<file path="src/rtl/rpsc_pkg.sv">
// -----------------------------------------------------------------------------
// rpsc_pkg
// Shared types and constants for the RPSC cathode-supply interlock sequencer.
//   state_t          : sequencer state codes, also driven out on the state port
//   CAUSE_NONE       : no latched fault
//   CAUSE_PERMIT     : supply-on permit lost while the supply was active
//   CAUSE_TRIP_BASE  : trip_in[k] is reported as CAUSE_TRIP_BASE + k
// -----------------------------------------------------------------------------
package rpsc_pkg;

    typedef enum logic [2:0] {
        ST_IDLE   = 3'd0,
        ST_RAMP   = 3'd1,
        ST_SETTLE = 3'd2,
        ST_RUN    = 3'd3,
        ST_TRIP   = 3'd4
    } state_t;

    localparam int CAUSE_NONE      = 0;
    localparam int CAUSE_PERMIT    = 1;
    localparam int CAUSE_TRIP_BASE = 2;

endpackage

</file>
<file path="src/rtl/rpsc_debounce.sv">
// -----------------------------------------------------------------------------
// rpsc_debounce
// One-bit debounce filter. The filtered output follows the raw input only
// after the raw value has differed from it for DEB_CYC consecutive clocks;
// any shorter excursion is discarded.
// Ports:
//   clk   : system clock
//   reset : asynchronous, active-low reset (filtered value returns to 0)
//   raw   : unfiltered input
//   db    : filtered output
// -----------------------------------------------------------------------------
module rpsc_debounce
    import rpsc_pkg::*;
#(
    parameter int DEB_CYC = 4
) (
    input  logic clk,
    input  logic reset,
    input  logic raw,
    output logic db
);

    localparam int                CNT_W = (DEB_CYC > 1) ? $clog2(DEB_CYC) : 1;
    localparam logic [CNT_W-1:0]  LAST  = CNT_W'(DEB_CYC - 1);

    logic [CNT_W-1:0] cnt;

    // NOTE: clocked state uses non-blocking (<=) so every register samples
    // pre-edge values regardless of statement or process ordering.
    always_ff @(posedge clk or negedge reset) begin
        if (!reset) begin
            db  <= 1'b0;
            cnt <= '0;
        end else if (raw == db) begin
            cnt <= '0;
        end else if (cnt == LAST) begin
            // DEB_CYC-th consecutive disagreeing sample: accept the new value.
            db  <= raw;
            cnt <= '0;
        end else begin
            cnt <= cnt + 1'b1;
        end
    end

endmodule

</file>
<file path="src/rtl/rpsc_interlock_seq.sv">
// -----------------------------------------------------------------------------
// rpsc_interlock_seq
// Cathode-supply interlock and sequencer. Debounces the status-fault inputs,
// derives the supply-on permit, and walks the supply through ramp and settle
// delays into RUN. In SETTLE/RUN a permit loss or trip request forces TRIP,
// latching the trip bits and the winning cause until operator acknowledge.
// Ports:
//   clk, reset    : clock, asynchronous active-low reset
//   stat_fault    : raw status faults (1 = fault), debounced per bit
//   g1_not_ok     : grid-1 supply not OK (1 = inhibit)
//   fan_ok        : fan running (1 = OK)
//   ps_act        : operator supply-on request
//   trip_in       : run-time trip requests, sampled raw
//   ack           : fault acknowledge (effective only with ps_act low)
//   not_alarm     : no debounced status fault
//   on_perm       : registered supply-on permit
//   ps_on         : supply contactor drive (RAMP/SETTLE/RUN)
//   delay_done    : ramp complete (SETTLE/RUN)
//   ca_ok         : supply in RUN
//   trip_latched  : trip bits captured on the trip clock
//   first_cause   : 0 none, 1 permit loss, 2+k trip_in[k]
//   state         : current state code
// -----------------------------------------------------------------------------
module rpsc_interlock_seq
    import rpsc_pkg::*;
#(
    parameter int N_STAT     = 7,
    parameter int N_TRIP     = 2,
    parameter int DEB_CYC    = 4,
    parameter int RAMP_CYC   = 256,
    parameter int SETTLE_CYC = 3840,
    parameter int CNT_W      = $clog2(((RAMP_CYC > SETTLE_CYC) ? RAMP_CYC : SETTLE_CYC) + 1),
    parameter int CW         = $clog2(N_TRIP + 2)
) (
    input  logic              clk,
    input  logic              reset,
    input  logic [N_STAT-1:0] stat_fault,
    input  logic              g1_not_ok,
    input  logic              fan_ok,
    input  logic              ps_act,
    input  logic [N_TRIP-1:0] trip_in,
    input  logic              ack,
    output logic              not_alarm,
    output logic              on_perm,
    output logic              ps_on,
    output logic              delay_done,
    output logic              ca_ok,
    output logic [N_TRIP-1:0] trip_latched,
    output logic [CW-1:0]     first_cause,
    output logic [2:0]        state
);

    localparam logic [CNT_W-1:0] RAMP_LAST   = CNT_W'(RAMP_CYC - 1);
    localparam logic [CNT_W-1:0] SETTLE_LAST = CNT_W'(SETTLE_CYC - 1);

    logic [N_STAT-1:0] db;
    logic              permit;
    logic [CW-1:0]     trip_code;

    state_t            state_q, state_d;
    logic [CNT_W-1:0]  cnt_q, cnt_d;
    logic [N_TRIP-1:0] latched_d;
    logic [CW-1:0]     cause_d;

    for (genvar i = 0; i < N_STAT; i++) begin : g_deb
        rpsc_debounce #(.DEB_CYC(DEB_CYC)) u_deb (
            .clk   (clk),
            .reset (reset),
            .raw   (stat_fault[i]),
            .db    (db[i])
        );
    end

    // Permit is taken from the filtered faults; the sequencer acts on it
    // directly, on_perm is only its registered copy for the status outputs.
    assign not_alarm = ~(|db);
    assign permit    = not_alarm & ~g1_not_ok & fan_ok;

    // Lowest-index active trip wins, so scan downward and let it overwrite.
    always_comb begin
        trip_code = CW'(CAUSE_NONE);
        for (int k = N_TRIP - 1; k >= 0; k--) begin
            if (trip_in[k]) trip_code = CW'(CAUSE_TRIP_BASE + k);
        end
    end

    // NOTE: every variable is given a hold/default value before the case so
    // no path leaves one unassigned, which would otherwise infer a latch.
    always_comb begin
        state_d   = state_q;
        cnt_d     = cnt_q;
        latched_d = trip_latched;
        cause_d   = first_cause;
        case (state_q)
            ST_IDLE: begin
                if (permit && ps_act) begin
                    state_d = ST_RAMP;
                    cnt_d   = '0;
                end
            end
            ST_RAMP: begin
                // Trip inputs are deliberately not looked at while ramping.
                if (!ps_act) begin
                    state_d = ST_IDLE;
                end else if (!permit) begin
                    state_d = ST_TRIP;
                    cause_d = CW'(CAUSE_PERMIT);
                end else if (cnt_q == RAMP_LAST) begin
                    state_d = ST_SETTLE;
                    cnt_d   = '0;
                end else begin
                    cnt_d = cnt_q + 1'b1;
                end
            end
            ST_SETTLE, ST_RUN: begin
                // Normal shutdown outranks faults; permit loss outranks trips.
                if (!ps_act) begin
                    state_d = ST_IDLE;
                end else if (!permit || (|trip_in)) begin
                    state_d   = ST_TRIP;
                    latched_d = trip_in;
                    cause_d   = permit ? trip_code : CW'(CAUSE_PERMIT);
                end else if (state_q == ST_SETTLE) begin
                    if (cnt_q == SETTLE_LAST) begin
                        state_d = ST_RUN;
                        cnt_d   = '0;
                    end else begin
                        cnt_d = cnt_q + 1'b1;
                    end
                end
            end
            ST_TRIP: begin
                // Acknowledge only counts once the operator has dropped ps_act.
                if (ack && !ps_act) begin
                    state_d   = ST_IDLE;
                    latched_d = '0;
                    cause_d   = CW'(CAUSE_NONE);
                end
            end
            default: begin
                state_d = ST_IDLE;
            end
        endcase
    end

    always_ff @(posedge clk or negedge reset) begin
        if (!reset) begin
            state_q      <= ST_IDLE;
            cnt_q        <= '0;
            trip_latched <= '0;
            first_cause  <= '0;
            on_perm      <= 1'b0;
        end else begin
            state_q      <= state_d;
            cnt_q        <= cnt_d;
            trip_latched <= latched_d;
            first_cause  <= cause_d;
            on_perm      <= permit;
        end
    end

    assign state      = state_q;
    assign ps_on      = (state_q == ST_RAMP) || (state_q == ST_SETTLE) || (state_q == ST_RUN);
    assign delay_done = (state_q == ST_SETTLE) || (state_q == ST_RUN);
    assign ca_ok      = (state_q == ST_RUN);

endmodule
</file>
<file path="config.mk">
export PLATFORM = sky130hd
export DESIGN_NAME = rpsc_interlock_seq
export DESIGN_NICKNAME = d
export VERILOG_FILES = /design/src/rtl/rpsc_pkg.sv /design/src/rtl/rpsc_debounce.sv /design/src/rtl/rpsc_interlock_seq.sv
export SDC_FILE = /design/constraint.sdc
export NUM_CORES = 1
export LEC_CHECK = 0
export BUFFER_PORTS_ARGS = -buffer_cell sky130_fd_sc_hd__buf_2
export CAP_MARGIN = 5
export CORE_MARGIN = 3
export CORE_UTILIZATION = 60
export DETAILED_ROUTE_END_ITERATION = 10
export GPL_TIMING_DRIVEN = 1
export PLACE_DENSITY = 0.93
export SYNTH_ARGS = -nofsm -noshare
export SYNTH_HDL_FRONTEND = slang
export SYNTH_HIERARCHICAL = 1
export SYNTH_SLANG_ARGS = --single-unit
</file>
<file path="constraint.sdc">
create_clock -name clk -period 4.9 [get_ports clk]
set_input_delay 0.735 -clock clk [delete_from_list [all_inputs] [get_ports clk]]
set_output_delay 0.735 -clock clk [all_outputs]
set_load 0.01 [all_outputs]
</file>
==> flow_summary.toml, run 1 <==
[route]
wl_per_cell_um = 14.5
drt-vias-per-instance = 5.89
drt_wl_total_um = 3930
antenna_left = 0
drtIter0Drc = 192
drc = 0
drtPass1Iterations = 4
vias = 1597

[power]
peakVddDrop_v = 0.000342
p_per_area_nw_per_um2 = 439
p_leak_nw = 1.11

[worst_hold_path]
hold_path_depth = 1
hp-start = "g_deb[0].u_deb/cnt[0]"
hold_end = "g_deb[0].u_deb/cnt[0]"
hold_class = "flip-flop to flip-flop"

[cts]
ctsRootBufferMaster = "clkbuf_4"
cts_hold_buf = 0
tritoncts = "built"
cts_setup_buffers = 0
clk_pin_slew_worst_paths_ns = 0.12
clk_latency_ns = 0.36
cts_resized = 0
htree_levels = 2
cts_buffer_depth = 2
cts-buffers-inserted = 5
cts.sinks = 41

[global_routing]
grt_pass1_wl_um = 6750
busiest_layer = "met2"
grt_use_met3_pct = 4.08
antenna_found_initial = 0
grt_max_degree = 42
grt_usage_pct = 20.6
grtUsageMet2_pct = 33.3
grt_use_met1_pct = 25.8
grt_pass1_vias = 1532
grt_overflow = 0

[floorplanning]
die_h_um = 66.1
std_cell_rows = 21
pin_count = 27
core_area_sq_um = 3420
fp.dieW_um = 66.1
start_util_pct = 63.5
die_area_sq_um = 4370

[worst_setup_path]
r2r_slack_ns = 2.46
worst_setup_path_end_kind = "flip-flop"
crit-reg2reg-capture = "cnt_q[6]"
startpoint_type = "flip-flop"
worstSetupPathType = "flip-flop to flip-flop"
cp_slowest_cell = "nor3_1"
rr_worst_depth = 5
worstPathRequired_ns = 5.16
cp.arrival_ns = 2.71
path_cells = "nor4_2 -> nand3_2 -> nor3_1 -> o21ai_0 -> a32o_1"
cp_max_fo = 11
cpPeakStageDelay_ns = 0.88
timing.rr.start = "g_deb[2].u_deb/db"

[logic_synthesis]
synthCells = 198
synth_top_cell_area_share_pct = 47.3
ys.flop_type = "dfrtp_1"
ys_ff_latch = 41
seq_area_frac_synth_pct = 47.3
synth_top_area_cell = "dfrtp_1"
synthArstFlopShare_pct = 100
synth_area_leaders = "dfrtp_1, mux2_2, ha_1"
ys_warn_count = 6
syn-cell-area_sq_um = 2170
synth_edf_count = 0
syn_avg_cell_area_sq_um = 11.0
synth_fp_nets = 221
synth.distinct_cells = 46

[timing]
hold_violations = 0
slew_headroom_pct = 30.3
fin_crit_sh_pct = 49.8
final_max_slew_viol_count = 0
fin_tns_setup_ns = 0
max_freq_mhz = 410
worst_pin_slew_ns = 1.04
finalSetupViolations = 0
fin_crit_ns = 2.44
fin_ws_ns = 2.46
finClkSkew_ns = 0.0107
rsz0062_at_grt = "no"

[cells_and_area]
layout.nets = 248
layout-drive-gt1-share_pct = 29.8
area_growth_pct = 8.48
instances_no_fill = 271
design_area_sq_um = 2350
post-route-util_pct = 68.9
antenna_cells = 0

[placed_design]
place_hpwl_um = 2880
gp_congestion = 0.818
dp_cells = 264
pre_cts_slack_ns = 2.13
numPortBuffers = 26
place_area_sq_um = 2290

[run_status]
run_status = "completed"

[run]
drv_cap = 0
## sequential cells by signal, indices dropped and copies added (netlist names)
| name | flops |
|---|---|
| on_perm | 1 |
| g_deb.u_deb/db | 7 |
| state | 3 |
| first_cause | 2 |
| cnt_q | 12 |
| g_deb.u_deb/cnt | 14 |
| trip_latched | 2 |
## placed cells by master (no fill, tap or decap), types with 2 or more instances in the layout
cell type,netlist,final
inv_1,4,4
buf_2,0,26
a22o_2,7,7
nand2b_1,2,2
and2_1,3,3
a21o_1,3,3
nor3_1,9,9
dfrtp_1,41,41
ha_1,8,8
nor2_1,13,13
and3_1,4,4
nor2b_1,11,11
mux2_2,10,10
nand2_1,14,14
or4_1,2,2
nand3_1,3,3
o31a_1,3,3
a21oi_1,2,2
nand4_1,2,2
xnor2_1,7,7
or2b_2,2,2
o21ai_0,11,11
nor3_2,8,8
or2_2,2,2
nor4_1,3,3
clkbuf_4,0,5
## report_power, final
part | total, W | internal, W | switching (W)
Clock | 0.000178 | 0.0000672 | 0.000110
Sequential | 0.000516 | 0.000431 | 0.0000849
Combinational | 0.000340 | 0.000175 | 0.000166
Total | 0.00103 | 0.000673 | 0.000361
## how the worst max path moves through the flow
stage | start | endpoint | slack (ns) | cells past startpoint
floorplan | state[2] | ca_ok | 2.86 | 4
finish | g_deb[2].u_deb/db | cnt_q[6] | 2.46 | 5
global placement | g1_not_ok | cnt_q[2] | 2.30 | 6
CTS | g_deb[2].u_deb/db | cnt_q[2] | 2.38 | 5
detailed placement | g1_not_ok | cnt_q[2] | 2.13 | 6
global route | g_deb[2].u_deb/db | cnt_q[5] | 2.13 | 5
## metrics by stage
stage	power, W	hold slack, ns
after floorplan	0.000795	0.427
after global placement	0.000846	0.440
after detailed placement	0.000870	0.444
after CTS	0.00105	0.464
after global routing	0.00111	0.483
final	0.00103	0.461
## routing by layer
| metal | wire length (um) | up-vias |
|---|---|---|
| li1 | - | 771 |
| met1 | 1750 | 760 |
| met2 | 1860 | 59 |
| met3 | 239 | 7 |
| met4 | 74 | 0 |
| met5 | 0 | - |
## cell usage after synthesis (3+ instances only)
master,count
a21o_1,3
nor3_2,8
o31a_1,3
nand2_1,14
dfrtp_1,41
mux2_2,10
a22o_2,7
xnor2_1,7
and2_1,3
and3_1,4
nor3_1,9
o21ai_0,11
inv_1,4
nor2_1,13
nor4_1,3
nand3_1,3
nor2b_1,11
ha_1,8
buf_6,3
## critical path, delay by kind of cell (launching register included)
family | cells | cell delay [ns]
simple gates | 3 | 1.42
flops | 1 | 0.43
compound gates | 2 | 0.50
## cell families after synthesis
kind of cell	after synthesis	synth area share, %
and+or+nand+nor	84	23.4
xor gates and xnor gates	7	2.83
DFF	41	47.3
AOI/OAI and AO/OA	38	13.2
muxes	10	5.19
adders and majority gates	8	4.61
buffers and inverters	10	3.57
## layout make-up
type                            instances  area, sq um
Fill cell                             282         1060
Sequential cell                        41         1030
Timing Repair Buffer                   26          130
Tap cell                               46         57.6
Clock buffer                            6         51.3
Clock inverter                          1         7.51
Inverter                                4         15.0
Multi-Input combinational cell        147         1070
Power figures use the tool's default switching activity.
==> run 2, diff against run 1 <==
CORE_UTILIZATION = 57   (was 60)
PLACE_DENSITY = 0.9   (was 0.93)
clock period = 2.4 ns   (was 4.9 ns; I/O delays follow)
==> flow_summary.toml, run 2 (same netlist as run 1, synthesis figures left out) <==
[run_status]
run_status = "completed"

[timing]
max_freq_mhz = 483
worst_pin_slew_ns = 0.874
slew_headroom_pct = 41.7
holdWs_ns = 0.170
finClkSkew_ns = 0.00243
fin_crit_ns = 2.07
hold_violations = 0
fin_crit_sh_pct = 86.3
finalSetupViolations = 0
final_max_slew_viol_count = 0
fin_tns_setup_ns = 0
rsz0062_at_grt = "no"

[placed_design]
numPortBuffers = 26
place_hpwl_um = 3050
place_area_sq_um = 2300
gp_congestion = 0.857

[cells_and_area]
largest_register_ffs = 14
largestRegisters = "g_deb.u_deb/cnt x14, cnt_q x12, g_deb.u_deb/db x7"
final_common_cell = "dfrtp_1"
area_growth_pct = 11.2
design_area_sq_um = 2410
largest-register = "g_deb.u_deb/cnt"
layout.nets = 249
most-common-layout-cells = "dfrtp_1, buf_2, nand2_1"
multi_input_area_sq_um = 1070
antenna_cells = 0
regArea_sq_um = 1030
fill_cells = 257
layout-drive-gt1-share_pct = 30.0

[route]
drc = 0
antenna_left = 0
drtPass1Iterations = 4
drt_wl_total_um = 4090
wl_per_cell_um = 15.0
drt-vias-per-instance = 5.95
vias = 1625
drtIter0Drc = 198

[global_routing]
grt_pass1_wl_um = 6870
antenna_found_initial = 0
grt_usage_pct = 20.4
grt_max_degree = 42
grt_pass1_vias = 1509
grt_overflow = 0

[power]
seqPwrFrac_pct = 45.6
switchingPower_w = 0.000765
peakVddDrop_v = 0.000706
totalPowerFinal_w = 0.00232
p_int_w = 0.00155
p_leak_nw = 1.14
sw_frac_of_total_pct = 33.0
p_per_area_nw_per_um2 = 961
p_clk_share_pct = 24.0
comb_power_share_pct = 30.3

[floorplanning]
fp.dieW_um = 67.7
start_util_pct = 62.1
pin_count = 27
die_h_um = 67.7
std_cell_rows = 21
die_area_sq_um = 4580
core_area_sq_um = 3490

[worst_setup_path]
cp.depth = 6
r2r_slack_ns = 0.33
startpoint_type = "flip-flop"
worstPathRequired_ns = 2.59
path_delay_family = "simple AND/OR/NAND/NOR gates"
path_cells = "nor4_2 -> nand3_2 -> inv_1 -> a21oi_2 -> a31oi_1 -> mux2_2"
startpoint = "g_deb[2].u_deb/db"
rr_worst_depth = 6
cp_slowest_cell = "dfrtp_1"
timing.rr.start = "g_deb[2].u_deb/db"
cp.arrival_ns = 2.26
worstSetupPathType = "flip-flop to flip-flop"
crit-reg2reg-capture = "first_cause[0]"
cpPeakStageDelay_ns = 0.41
cp_max_fo = 7
crit_end = "first_cause[0]"
cp.buffers_inverters = 1
worst_setup_path_end_kind = "flip-flop"

[worst_hold_path]
hold_class = "primary input to async pin"

[cts]
cts.sinks = 41
clk_pin_slew_worst_paths_ns = 0.08
htree_levels = 2
cts_buffer_depth = 2
cts_setup_buffers = 0
cts-buffers-inserted = 5
ctsRootBufferMaster = "clkbuf_8"
cts_resized = 0
clk_latency_ns = 0.30
tritoncts = "built"
cts_hold_buf = 0

[run]
drv_cap = 0
==> run 2: cell count changes in the layout (fill, tap and decap cells not counted), sizes merged <==
cell      previous run  this run
bufinv               0         1
clkinvlp             1         0
buf                 26        27
clkinv               0         1
==> run 2: how the worst min path moves through the flow <==
stage	start	end	slack (ns)	cells after the start
2_1_floorplan	reset	cnt_q[0]	0.06	0
3_3_place_gp	g_deb[1].u_deb/cnt[0]	g_deb[1].u_deb/cnt[0]	0.44	1
3_5_place_dp	g_deb[6].u_deb/cnt[0]	g_deb[6].u_deb/cnt[0]	0.44	1
4_1_cts	reset	cnt_q[11]	0.21	1
5_1_grt	reset	cnt_q[6]	0.25	1
6_report	reset	state[0]	0.17	1
==> run 2: final cells by class <==
cell class	instances	share of cell area, %
timing repair buffer	27	5.70
clock inverter	2	1.61
clock buffer	6	3.01
multi-input combinational	147	44.2
tap	46	2.38
inverter	4	0.622
sequential	41	42.5
==> run 2: power groups by stage <==
stage / Combinational (W) / Clock [W] / Sequential (W)
after global routing: 0.000792 / 0.000605 / 0.00108
after detailed placement: 0.000711 / 0 / 0.00107
after floorplan: 0.000606 / 0 / 0.00102
after global placement: 0.000666 / 0 / 0.00106
final: 0.000703 / 0.000558 / 0.00106
after CTS: 0.000714 / 0.000573 / 0.00106
==> run 2: metal layers <==
layer / share of wire, % / vias to the layer above / global-route usage [%]
met5: 0 / - / 0
met2: 49 / 59 / 33.0
met3: 6.2 / 7 / 4.99
li1: - / 772 / -
met1: 43 / 787 / 25.3
met4: 1.8 / 0 / 9.62
==> run 2: per-stage QoR <==
stage / utilization [%] / setup WS [ns] / cells
floorplan: - / 0.556 / 198
global placement: 65.9 / 0.434 / 265
detailed placement: 65.9 / 0.352 / 265
CTS: 69.1 / 0.339 / 273
global route: 69.1 / 0.214 / 273
finish: 69.1 / 0.329 / 273
==> run 3, diff against run 2 <==
CORE_UTILIZATION = 60   (was 57)
PLACE_DENSITY = 0.93   (was 0.9)
REMOVE_ABC_BUFFERS = 1   (was default)
clock period = 2.6 ns   (was 2.4 ns; I/O delays follow)
==> flow_summary.toml, run 3 (same netlist as run 1, synthesis figures left out) <==
[run_status]
run_status = "completed"

[power]
p_int_w = 0.00135
sw_frac_of_total_pct = 34.8
p_clk_share_pct = 20.4
comb_power_share_pct = 32.2
p_leak_nw = 1.13
seqPwrFrac_pct = 47.4
p_per_area_nw_per_um2 = 868
switchingPower_w = 0.000721
peakVddDrop_v = 0.000646

[global_routing]
grtUsageMet2_pct = 34.8
grt_max_degree = 42
grt_pass1_wl_um = 7270
grt_pass1_vias = 1540
antenna_found_initial = 0
grt_use_met3_pct = 6.80
busiest_layer = "met2"
grt_usage_pct = 22.5
grt_overflow = 0
grt_use_met1_pct = 28.1

[worst_setup_path]
path_cells = "nor4_2 -> nand3_2 -> or3_1 -> a221o_1"
startpoint_type = "flip-flop"
timing.rr.start = "g_deb[2].u_deb/db"
cp_max_fo = 7
rr_worst_depth = 4
cp.arrival_ns = 2.34
r2r_slack_ns = 0.53
cp_slowest_cell = "or3_1"
crit-reg2reg-capture = "cnt_q[11]"
worstPathRequired_ns = 2.86
worstSetupPathType = "flip-flop to flip-flop"
worst_setup_path_end_kind = "flip-flop"
cpPeakStageDelay_ns = 0.56

[route]
drt-vias-per-instance = 5.91
drtPass1Iterations = 4
drc = 0
drtIter0Drc = 130
antenna_left = 0
wl_per_cell_um = 15.9
vias = 1614
drt_wl_total_um = 4340

[cts]
cts_hold_buf = 0
clk_pin_slew_worst_paths_ns = 0.13
htree_levels = 2
cts-buffers-inserted = 5
cts_resized = 0
cts.sinks = 41
clk_latency_ns = 0.36
cts_setup_buffers = 0
tritoncts = "built"
ctsRootBufferMaster = "clkbuf_4"
cts_buffer_depth = 2

[timing]
fin_crit_ns = 2.07
fin_crit_sh_pct = 79.7
finClkSkew_ns = 0.00883
finalSetupViolations = 0
worst_pin_slew_ns = 0.891
rsz0062_at_grt = "no"
slew_headroom_pct = 40.6
hold_violations = 0
fin_ws_ns = 0.527
final_max_slew_viol_count = 0
fin_tns_setup_ns = 0
max_freq_mhz = 482

[floorplanning]
fp.dieW_um = 66.1
std_cell_rows = 21
start_util_pct = 63.5
die_h_um = 66.1
core_area_sq_um = 3420
die_area_sq_um = 4370
pin_count = 27

[placed_design]
gp_congestion = 0.846
numPortBuffers = 26
pre_cts_slack_ns = 0.590
place_hpwl_um = 3210

[worst_hold_path]
hold_class = "primary input to async pin"

[cells_and_area]
final_common_cell = "dfrtp_1"
largestRegisters = "g_deb.u_deb/cnt x14, cnt_q x12, g_deb.u_deb/db x7"
largest-register = "g_deb.u_deb/cnt"
layout-drive-gt1-share_pct = 30.4
layout.nets = 249
antenna_cells = 0
most-common-layout-cells = "dfrtp_1, buf_2, nand2_1"
area_growth_pct = 9.98
largest_register_ffs = 14

[run]
drv_cap = 0
## run 3: changes by cell type in the layout (fill, tap and decap cells not counted)
cell | before | now
clkinvlp_4 | 0 | 1
clkbuf_8 | 5 | 0
clkbuf_4 | 0 | 5
clkbuf_1 | 1 | 0
## run 3: worst max path at each step
stage	slack [ns]	from	cells after the start	to
floorplan	0.67	g_deb[2].u_deb/db	5	cnt_q[2]
CTS	0.52	g_deb[2].u_deb/db	4	cnt_q[11]
detailed placement	0.59	g_deb[2].u_deb/db	4	cnt_q[11]
global route	0.40	g_deb[2].u_deb/db	6	first_cause[1]
finish	0.53	g_deb[2].u_deb/db	4	cnt_q[11]
global placement	0.67	g_deb[2].u_deb/db	4	cnt_q[11]
## run 3: critical path: cells and delay by family, from the launching register on
family             cells  cell delay [ns]
DFF                    1             0.44
AOI/OAI and AO/OA      1             0.39
and+or+nand+nor        3             1.16
## run 3: routing by layer
metal | share of wire (%) | wire [um]
met5 | 0 | 0
met4 | 3.7 | 160
met3 | 4.9 | 211
met2 | 50 | 2160
met1 | 42 | 1810
## run 3: power by group through the flow
stage                     Combinational (W)  Sequential (W)  Clock, W
after floorplan                    0.000485        0.000960         0
after global placement             0.000614        0.000976         0
after detailed placement           0.000666        0.000994         0
after CTS                          0.000671        0.000983  0.000430
after global routing               0.000746         0.00100  0.000463
final                              0.000666        0.000982  0.000423
## run 3: cell type report
class	count	area, sq um
Fill cell	255	1030
Multi-Input combinational cell	147	1070
Tap cell	46	57.6
Timing Repair Buffer	27	138
Clock inverter	3	46.3
Inverter	4	15.0
Clock buffer	5	37.5
Sequential cell	41	1030
## run 3: through the flow
step	hold slack [ns]	utilization, %	total power [W]	instance area (sq um)	cells
floorplan	0.0944	-	0.00145	2110	192
global placement	0.441	67.4	0.00159	2300	265
detailed placement	0.442	67.4	0.00166	2300	265
CTS	0.156	69.9	0.00208	2390	273
global route	0.176	69.9	0.00221	2390	273
finish	0.133	69.9	0.00207	2390	273
